--- config.mk ---
export PLATFORM = sky130hd
export DESIGN_NAME = seq_array_divider
export DESIGN_NICKNAME = d
export VERILOG_FILES = /design/src/rtl/seq_array_divider.sv
export SDC_FILE = /design/constraint.sdc
export NUM_CORES = 1
export LEC_CHECK = 0
export ABC_AREA = 1
export BUFFER_PORTS_ARGS = -buffer_cell sky130_fd_sc_hd__buf_2
export CORE_MARGIN = 2
export CORE_UTILIZATION = 54
export CTS_CLUSTER_SIZE = 24
export DETAILED_ROUTE_END_ITERATION = 10
export PLACE_DENSITY = 0.8
export SLEW_MARGIN = 20
export SYNTH_ARGS = -nofsm -noshare
export SYNTH_HDL_FRONTEND = slang
export SYNTH_SLANG_ARGS = --single-unit
--- constraint.sdc ---
create_clock -name clk -period 2.3 [get_ports clk]
set_clock_uncertainty 0.15 [all_clocks]
set_input_delay 0.23 -clock clk [delete_from_list [all_inputs] [get_ports clk]]
set_output_delay 0.23 -clock clk [all_outputs]
set_load 0.01 [all_outputs]
--- src/rtl/seq_array_divider.sv ---
// Sequential restoring divider: 2N-bit dividend / N-bit divisor, one quotient
// bit per clock, MSB first. Start/busy/done handshake; results are held until
// the next accepted start. Intended to undo the 4x4 array multiplier.
module seq_array_divider #(
  parameter int N = 4
) (
  input  logic             clk,
  input  logic             rst,
  input  logic             start,
  input  logic [2*N-1:0]   dividend,
  input  logic [N-1:0]     divisor,
  output logic             busy,
  output logic             done,
  output logic [2*N-1:0]   quotient,
  output logic [N-1:0]     remainder,
  output logic             div_by_zero
);

  localparam int W  = 2 * N;
  localparam int CW = (W > 1) ? $clog2(W) : 1;
  localparam logic [CW-1:0] LAST = CW'(W - 1);

  typedef enum logic [1:0] {
    S_IDLE = 2'd0,
    S_RUN  = 2'd1,
    S_DONE = 2'd2
  } state_t;

  state_t         state, state_nxt;
  logic [CW-1:0]  cnt;
  logic [N-1:0]   dvs;     // captured divisor
  logic [W-1:0]   sr;      // dividend bits shift out the top, quotient bits in at the bottom
  logic [N-1:0]   p;       // partial remainder, always < divisor so N bits suffice

  logic [N:0]     p_shift;
  logic [N:0]     diff;
  logic           qbit;
  logic [N-1:0]   p_next;

  // One restoring step. Since p < dvs, p_shift <= 2*dvs-1, so p_shift - dvs
  // lies in (-2^N, 2^N): the top bit of the (N+1)-bit difference is exactly
  // the borrow, i.e. it is clear iff p_shift >= dvs.
  always_comb begin
    p_shift = {p, sr[W-1]};
    diff    = p_shift - {1'b0, dvs};
    qbit    = ~diff[N];
    p_next  = qbit ? diff[N-1:0] : p_shift[N-1:0];
  end

  // State register.
  always_ff @(posedge clk) begin
    if (rst) state <= S_IDLE;
    else     state <= state_nxt;
  end

  // Next-state and handshake outputs; busy and done decode disjoint states.
  always_comb begin
    state_nxt = state;
    busy      = 1'b0;
    done      = 1'b0;
    case (state)
      S_IDLE: begin
        if (start) state_nxt = (divisor == '0) ? S_DONE : S_RUN;
      end
      S_RUN: begin
        busy = 1'b1;
        if (cnt == LAST) state_nxt = S_DONE;
      end
      S_DONE: begin
        done      = 1'b1;
        state_nxt = S_IDLE;
      end
      default: state_nxt = S_IDLE;
    endcase
  end

  // Operand capture, iteration, and result registers (updated only on the
  // edge that enters DONE).
  always_ff @(posedge clk) begin
    if (rst) begin
      cnt         <= '0;
      dvs         <= '0;
      sr          <= '0;
      p           <= '0;
      quotient    <= '0;
      remainder   <= '0;
      div_by_zero <= 1'b0;
    end else begin
      case (state)
        S_IDLE: begin
          if (start) begin
            dvs <= divisor;
            sr  <= dividend;
            p   <= '0;
            cnt <= '0;
            if (divisor == '0) begin
              quotient    <= '1;
              remainder   <= '0;
              div_by_zero <= 1'b1;
            end
          end
        end
        S_RUN: begin
          sr  <= {sr[W-2:0], qbit};
          p   <= p_next;
          cnt <= cnt + CW'(1);
          if (cnt == LAST) begin
            quotient    <= {sr[W-2:0], qbit};
            remainder   <= p_next;
            div_by_zero <= 1'b0;
          end
        end
        default: ;
      endcase
    end
  end

endmodule

Word-level counts from Yosys, hierarchy flattened

Cells that the tools add are included.

Bitwise operators: 1
Div/mod/pow operators: 0
Magnitude comparators: 0
Multiplexer cells: 25
$mul: 0
Equality and inequality tests: 6
Shift-type cells: 0
$add $sub $neg: 2
Reductions and logical operators: 7

Operator list:

| cell                                                 | number |
|---|---|
| 2-to-1 mux 8 bit                                     | 4 |
| case mux 8 bit (2 select lines)                      | 2 |
| 2-to-1 mux 4 bit                                     | 5 |
| case mux 4 bit (2 select lines)                      | 2 |
| 2-to-1 mux 2 bit                                     | 3 |
| != test 2 bit (second input constant)                | 3 |
| case mux 3 bit (2 select lines)                      | 1 |
| AND reduction 2 bit                                  | 3 |
| 2-to-1 mux 1 bit                                     | 5 |
| subtractor 5 x 4 -> 5 bit                            | 1 |
| zero test 4 bit                                      | 1 |
| case mux 2 bit (2 select lines)                      | 1 |
| AND reduction 4 bit                                  | 1 |
| adder 3 x 1 -> 3 bit (second input constant)         | 1 |
| equality test 3 bit (second input constant)          | 1 |
| 2-to-1 mux 3 bit                                     | 1 |
| equality test 2 x 1 -> 1 bit (second input constant) | 1 |
| equality test 2 bit (second input constant)          | 1 |
| zero test 2 bit                                      | 1 |
| case mux 1 bit (2 select lines)                      | 1 |
| nonzero test 2 bit                                   | 1 |
| inverter 1 bit                                       | 1 |

ROM bits: 0
Bits in registers: 34
Input bits: 15
Logic and storage cells: 49
RAM bits: 0
Bits in latches: 0
Memories: 0
Output and inout bits: 15

Longest topological paths before layout

Gate-level depths: netlist of run 1.

Depth in word-level cells: 4
Mapped depth: 12
Mapped depth without buffers: 12

Worst setup path before layout of run 1

No wires, ideal clock.

Kind: reg-to-reg
Start point: register sr[7]
End point: register p[3]
Library setup time: 128 ps
Clock period less this slack: 1857 ps
Required time: 2022 ps
Buffers on the path: 0
Stages on the path, launching flop included: 12
Data arrival time: 1580 ps
Slack: 443 ps
Path through: dfxtp_1 inv_1 ha_1 fa_1 inv_1 nand3_1 nand3_1 nand2_2 nor2_1 nor2_1 nor2_1 nor2_1

Longest elaborated chain between the ends: 3

RTL lines:

| what                            | RTL line | RTL |
|---|---|---|
| start: declaration              | 32       | `logic [W-1:0] sr;` |
| start signal: assignment        | 93       | `sr <= dividend;` |
| start signal: assignment        | 104      | `sr <= {sr[W-2:0], qbit};` |
| subtractor 5 x 4 -> 5 bit       | 45       | `diff = p_shift - {1'b0, dvs};` |
| 2-to-1 mux 4 bit                | 47       | `p_next = qbit ? diff[N-1:0] : p_shift[N-1:0];` |
| case mux 4 bit (2 select lines) | 89       | `case (state)` |
| end signal: assignment          | 105      | `p <= p_next;` |
| end: declaration                | 33       | `logic [N-1:0] p;` |

No other way between the ends.
A chain may end at the register's enable or synchronous reset.

Worst setup path in the final report of run 1

Ends and elaborated chain as after synthesis.

==> results of run 1 <==
cell usage after synthesis (2+ instances only):
cell,count
nand2_4,2
or2_2,6
a211oi_1,7
nor2_1,38
inv_2,2
nand2_1,25
o21ai_0,24
ha_1,6
clkbuf_1,2
a21oi_1,17
inv_1,19
buf_6,3
nand3_1,13
dfxtp_1,34
path summary, 6_finish.rpt:
path	from	endpoint	depth (start not counted)
worst min-delay path	divisor[3]	dvs[3]	3
worst max register to register	sr[7]	p[3]	11
worst max-delay path	sr[7]	p[3]	11
worst min register to register	cnt[0]	cnt[0]	1
per-layer routing:
layer  up-vias  GRT usage, %  wire length, um
met1       616          26.8             1490
met3         9          4.84              144
li1        745             -                -
met2        26          36.3             1620
met4         0          12.6               71
met5         -             0                0
where the power goes:
group          internal (mW)  leakage [nW]  switching [mW]
Clock                  0.147        0.0343           0.217
Sequential             0.650         0.280          0.0323
Combinational          0.145         0.525           0.237
what timing repair did:
item	4_1_cts	5_1_grt
hold buffers	2	0
setup endpoints to repair	0	0
endpoints found under the hold margin	2	0
placed cells by master, fill, tap and decap left out, types with 5 or more instances in the layout:
cell type  synthesis  final
buf_2              1     29
nand2_1           25     25
clkbuf_4           0      5
dfxtp_1           34     34
a21oi_1           17     17
nor2_1            38     38
inv_1             19     19
ha_1               6      6
o21ai_0           24     24
a211oi_1           7      7
or2_2              6      6
nand3_1           13     13
metrics by stage:
| step | cell area [sq um] | setup slack (ps) |
|---|---|---|
| 6_report | 1810 | 275 |
| 5_1_grt | 1810 | 82.4 |
| 4_1_cts | 1810 | 275 |
| 3_5_place_dp | 1720 | 285 |
| 3_3_place_gp | 1720 | 371 |
| 2_1_floorplan | 1590 | 443 |
worst max-delay path, stage by stage (launching register included):
cell and delay (ps):
dfxtp_1 340, inv_1 50, ha_1 200, fa_1 410
inv_1 90, nand3_1 80, nand3_1 160, nand2_2 110
nor2_1 130, nor2_1 70, nor2_1 80, nor2_1 50
flip-flops by register name (all words and copies together) (netlist names):
register,cells
quotient,8
div_by_zero,1
sr,8
remainder,4
p,4
dvs,4
cnt,3
state,2
cell type report:
type	count	area [sq um]	area share [%]
Multi-Input combinational cell	145	772	42.8
Sequential cell	34	681	37.7
Timing Repair Buffer	31	165	9.15
Inverter	22	85.1	4.71
Clock buffer	6	51.3	2.84
Tap cell	31	38.8	2.15
Clock inverter	2	12.5	0.693
cell families after synthesis:
logic type               after synthesis  synth area share (%)
flip-flops                            34                  42.8
adder cells (fa/ha/maj)                7                  5.97
XOR/XNOR                               1                 0.550
AO/OA/AOI/OAI                         49                  16.7
buffers and inverters                 29                  8.73
AND/OR/NAND/NOR                       88                  25.2
==> metrics.yaml, run 1 <==
status:
  status: "finished, final reports clean"
timing:
  hold_viol: 0
  clock.fmax_mhz: 494
  hold_ws_ps: 17.9
  finalCritPeriodShare_pct: 88.1
  drv_slew: 0
  worst_pin_slew_ps: 468
  slew_headroom_pct: 68.8
  rsz0062_at_grt: "no"
  final.setup.tns_ps: 0
  period_minus_slack_ps: 2030
  setup_violations: 0
grt:
  grt_first_pass_wirelength_mm: 5.60
  globalRouteOverflowTotal: 0
  track_usage_pct: 22.1
  grt_pass1_vias: 1325
  antenna_found_initial: 0
  grt_max_degree: 19
yosys:
  yosysTopAreaCellShare_pct: 42.8
  synth.avg_cell_area_sq_um: 7.65
  synth_top_cell_by_area: "dfxtp_1"
  synth_ff_type: "dfxtp_1"
  synth_nets: 230
  async_flop_share_pct: 0
  synth_area_sq_um: 1590
  yosysWarningCount: 0
  synth_edf_count: 0
  synth.distinct_cells: 24
  syn_inst: 208
  synth-seq-cells: 34
  synthTopCellsByArea: "dfxtp_1 43%, nor2_1 9.0%, o21ai_0 7.5%, nand2_1 5.9%, a21oi_1 5.3%"
  ys_seq_area_share_pct: 42.8
detailed_routing:
  via_count: 1396
  dr.pass1.iters: 4
  finalWirelength_mm: 3.32
  ant_nets: 0
  drc: 0
  avgViaCountPerCell: 5.15
  drt_iter0_drc: 66
  wl_per_cell_um: 12.2
layout:
  layout-drive-gt1-share_pct: 21.7
  nNetsFinal: 261
  antenna_cells: 0
  fill_cells: 275
  fin_cells: 271
  area_growth_pct: 13.4
  fin_util_pct: 64.9
floorplan:
  num_io_pins: 30
  fp-row-count: 19
  core_sq_um: 2780
  die_w_um: 58.3
  fp.dieArea_sq_um: 3400
  start_util_pct: 57.2
  fp.dieH_um: 58.3
cts:
  cts.clk_slew.worst_paths_ps: 100
  cts_tree: "done"
  htreeDepth: 2
  cts_buffer_depth: 2
  ctsRootBufferMaster: "clkbuf_4"
  cts_buffers: 5
  post_cts_resized: 0
  clk_latency_ps: 360
  post_cts_buffers: 0
  clkSinkCount: 34
setup_path:
  critPathRequiredTime_ps: 2390
  crit_fanout: 5
  end_kind: "flop"
  cp.arrival_ps: 2110
  reg2reg_slack_ps: 270
  path_class: "flop to flop"
  start_kind: "flop"
placed_design:
  dp_cells: 261
  post-dp-hpwl_mm: 2.33
  port_buffers: 29
  gp_congestion: 0.824
worst_hold_path:
  hold_path.class: "input pin to flop"
power:
  p_leak_nw: 0.839
  total_power_mw: 1.43
  ir_drop_mv: 0.654
  p_per_area_nw_per_um2: 791
flow_run:
  maxCapViolCount: 0
No activity file was read; power rests on OpenSTA's default activity.
==> run 2, diff against run 1 <==
ABC_AREA = default   (was 1)
HOLD_SLACK_MARGIN = 0.06   (was default)
==> run 2 against run 1 <==
Effect of this change: the run now ends with design-rule violations left; total power down 10%; register-to-register slack worse by 250 ps; global-route usage grew 0.44 points; worst setup slack worse by 250 ps; critical endpoint is now sr[0]; largest power group unchanged.
==> metrics.yaml, run 2 <==
placed_design:
  gp_congestion: 0.852
  port_buffers: 29
  dp_slack_ps: -26.5
  dp_cells: 233
  post-dp-hpwl_mm: 2.43
cts:
  htreeDepth: 2
  post_cts_buffers: 0
  cts_buffers: 5
  clk_latency_ps: 360
  cts_buffer_depth: 2
  cts_tree: "done"
  clkSinkCount: 34
  cts.clk_slew.worst_paths_ps: 110
  ctsRootBufferMaster: "clkbuf_4"
flow_run:
  maxCapViolCount: 0
setup_path:
  reg2reg_depth: 9
  rr_endpoint: "sr[0]"
  cp_slowest_cell: "fa_2"
  reg2reg_slack_ps: 30
  r2r_start: "sr[7]"
  crit_chain: "inv_1 -> ha_2 -> fa_2 -> nand2b_4 -> a21oi_4 -> xor2_4 -> buf_6 -> nor2_1 -> nor4_1"
  crit_fanout: 4
  cp.arrival_ps: 2380
  end_kind: "flop"
  start_kind: "flop"
  critPathRequiredTime_ps: 2410
  cp_top_family: "adder cells"
  max_stage_delay_ps: 380
  path_class: "flop to flop"
  crit_buf_inv: 2
yosys:
  synth_area_sq_um: 1610
  synth.avg_cell_area_sq_um: 9.04
  ys_seq_area_share_pct: 42.3
  synthTopCellsByArea: "dfxtp_1 42%, nor3_2 7.5%, nor2_1 7.5%, ha_1 4.7%, nand2_1 4.4%"
  synth.area.mux_share_pct: 2.64
  synthAdderAreaFrac_pct: 5.91
  synth_ff_type: "dfxtp_1"
  synth_edf_count: 0
  async_flop_share_pct: 0
  synth_top_cell_by_area: "dfxtp_1"
  yosys.area_share.simple_pct: 29.2
  yosysTopAreaCellShare_pct: 42.3
  synth_nets: 200
  synth_top_family_by_area: "simple AND/OR/NAND/NOR gates"
  synth-compound-area-share_pct: 12.6
  synth.distinct_cells: 42
  synth.most_common_cell: "dfxtp_1"
  synthXorXnorAreaFrac_pct: 2.10
  synth-seq-cells: 34
  synthTopCellsByCount: "34 x dfxtp_1, 32 x nor2_1, 19 x nand2_1"
  syn_inst: 178
  yosysWarningCount: 0
power:
  p_leak_nw: 0.827
  total_power_mw: 1.28
  ir_drop_mv: 0.410
  p_per_area_nw_per_um2: 646
layout:
  final_common_cell: "dfxtp_1"
  reg_top3: "quotient: 8 flops, sr: 8 flops"
  nNetsFinal: 242
  antenna_cells: 0
  fin_cells: 252
  area_growth_pct: 23.5
  final_cell_mix: "33 x dfxtp_1, 32 x nor2_1, 29 x buf_2"
  layout-drive-gt1-share_pct: 32.1
  fin_util_pct: 70.8
  fill_cells: 215
status:
  violations: "design-rule violations"
  status: "finished with violations"
worst_hold_path:
  hold_path.class: "input pin to flop"
  hold_depth: 3
  min_from: "dividend[0]"
  holdPathEnd: "sr[0]"
detailed_routing:
  via_count: 1420
  ant_nets: 0
  avgViaCountPerCell: 5.63
  wl_per_cell_um: 14.3
  drc: 2
  drt_iter0_drc: 55
  dr.pass1.iters: 7
  finalWirelength_mm: 3.61
floorplan:
  die_w_um: 58.6
  fp-row-count: 19
  core_sq_um: 2810
  fp.dieArea_sq_um: 3430
  fp.dieH_um: 58.6
  start_util_pct: 57.4
  num_io_pins: 30
grt:
  grt_max_degree: 22
  grt_first_pass_wirelength_mm: 5.75
  antenna_found_initial: 0
  globalRouteOverflowTotal: 0
  track_usage_pct: 22.6
  grt_pass1_vias: 1356
timing:
  finalCritPeriodShare_pct: 98.8
  hold_viol: 0
  setup_violations: 0
  drv_slew: 0
  final.setup.tns_ps: 0
  clock.fmax_mhz: 440
  period_minus_slack_ps: 2270
  layout_setup_ws_ps: 28.1
  slew_headroom_pct: 73.6
  worst_pin_slew_ps: 395
-- run 2: cell count changes after synthesis, moves of 4 or more --
cell,previous run,this run
o21ai_0,24,2
nand3_1,13,0
a21oi_1,17,5
inv_1,19,7
nor3_2,0,12
a311oi_1,0,7
nand2_1,25,19
nor2_1,38,32
a211oi_1,7,2
or2_2,6,1
nand2b_1,0,4
-- run 2: worst reg2reg max path, cell delays in order (launching register included) --
cell and delay (ps):
dfxtp_2 350, inv_1 50, ha_2 180, fa_2 380, nand2b_4 160, a21oi_4 180, xor2_4 260, buf_6 150
nor2_1 50, nor4_1 280
-- run 2: cell families (layout without fill, tap and decap cells) --
group                      Yosys count  count (layout)
DFF                                 34              34
xor gates and xnor gates             3               3
adders and majority gates            7               7
AOI/OAI and AO/OA                   28              28
muxes                                4               4
buffers and inverters               17              60
and+or+nand+nor                     85              85
-- run 2: how the worst max path moves through the flow --
stage                     cells past startpoint  slack, ps            to  startpoint
after global routing                          8        -30          p[1]       sr[7]
final                                         9         30         sr[0]       sr[7]
after global placement                        8         90  remainder[0]       sr[7]
after detailed placement                      9        -30         sr[0]       sr[7]
after CTS                                     8         -3          p[1]       sr[7]
after floorplan                               8         80  remainder[1]       sr[7]
-- run 2: area by class of cell --
class,count,area [sq um],area share [%]
Clock buffer,6,51.3,2.58
Clock inverter,2,12.5,0.630
Inverter,8,30.0,1.51
Multi-Input combinational cell,127,883,44.5
Sequential cell,34,682,34.3
Tap cell,31,38.8,1.95
Timing Repair Buffer,44,289,14.5
-- run 2: routing by layer --
metal  GRT usage [%]  share of wire (%)  vias up
li1                -                  -      696
met1            26.7                 43      657
met2            35.0                 47       55
met3            7.69                7.7       12
met4            14.3                2.8        0
met5               0                  0        -
-- run 2: what timing repair did --
item,4_1_cts,5_1_grt
hold buffers,11,0
resized for setup,1,8
setup endpoints to repair,5,10
hold endpoints to repair,12,0
pin swaps,3,4
-- run 2: where the power goes --
part / total [mW] / leakage (nW) / switching [mW] / internal [mW]
registers: 0.647 / 0.278 / 0.0272 / 0.620
clock network: 0.365 / 0.0343 / 0.219 / 0.147
logic: 0.272 / 0.515 / 0.146 / 0.126
-- run 2: stage by stage --
stage / hold WS (ps) / instance area, sq um
floorplan: 219 / 1610
global placement: 305 / 1770
detailed placement: 308 / 1770
CTS: 78.1 / 1950
global route: 89.4 / 1990
finish: 95.7 / 1990
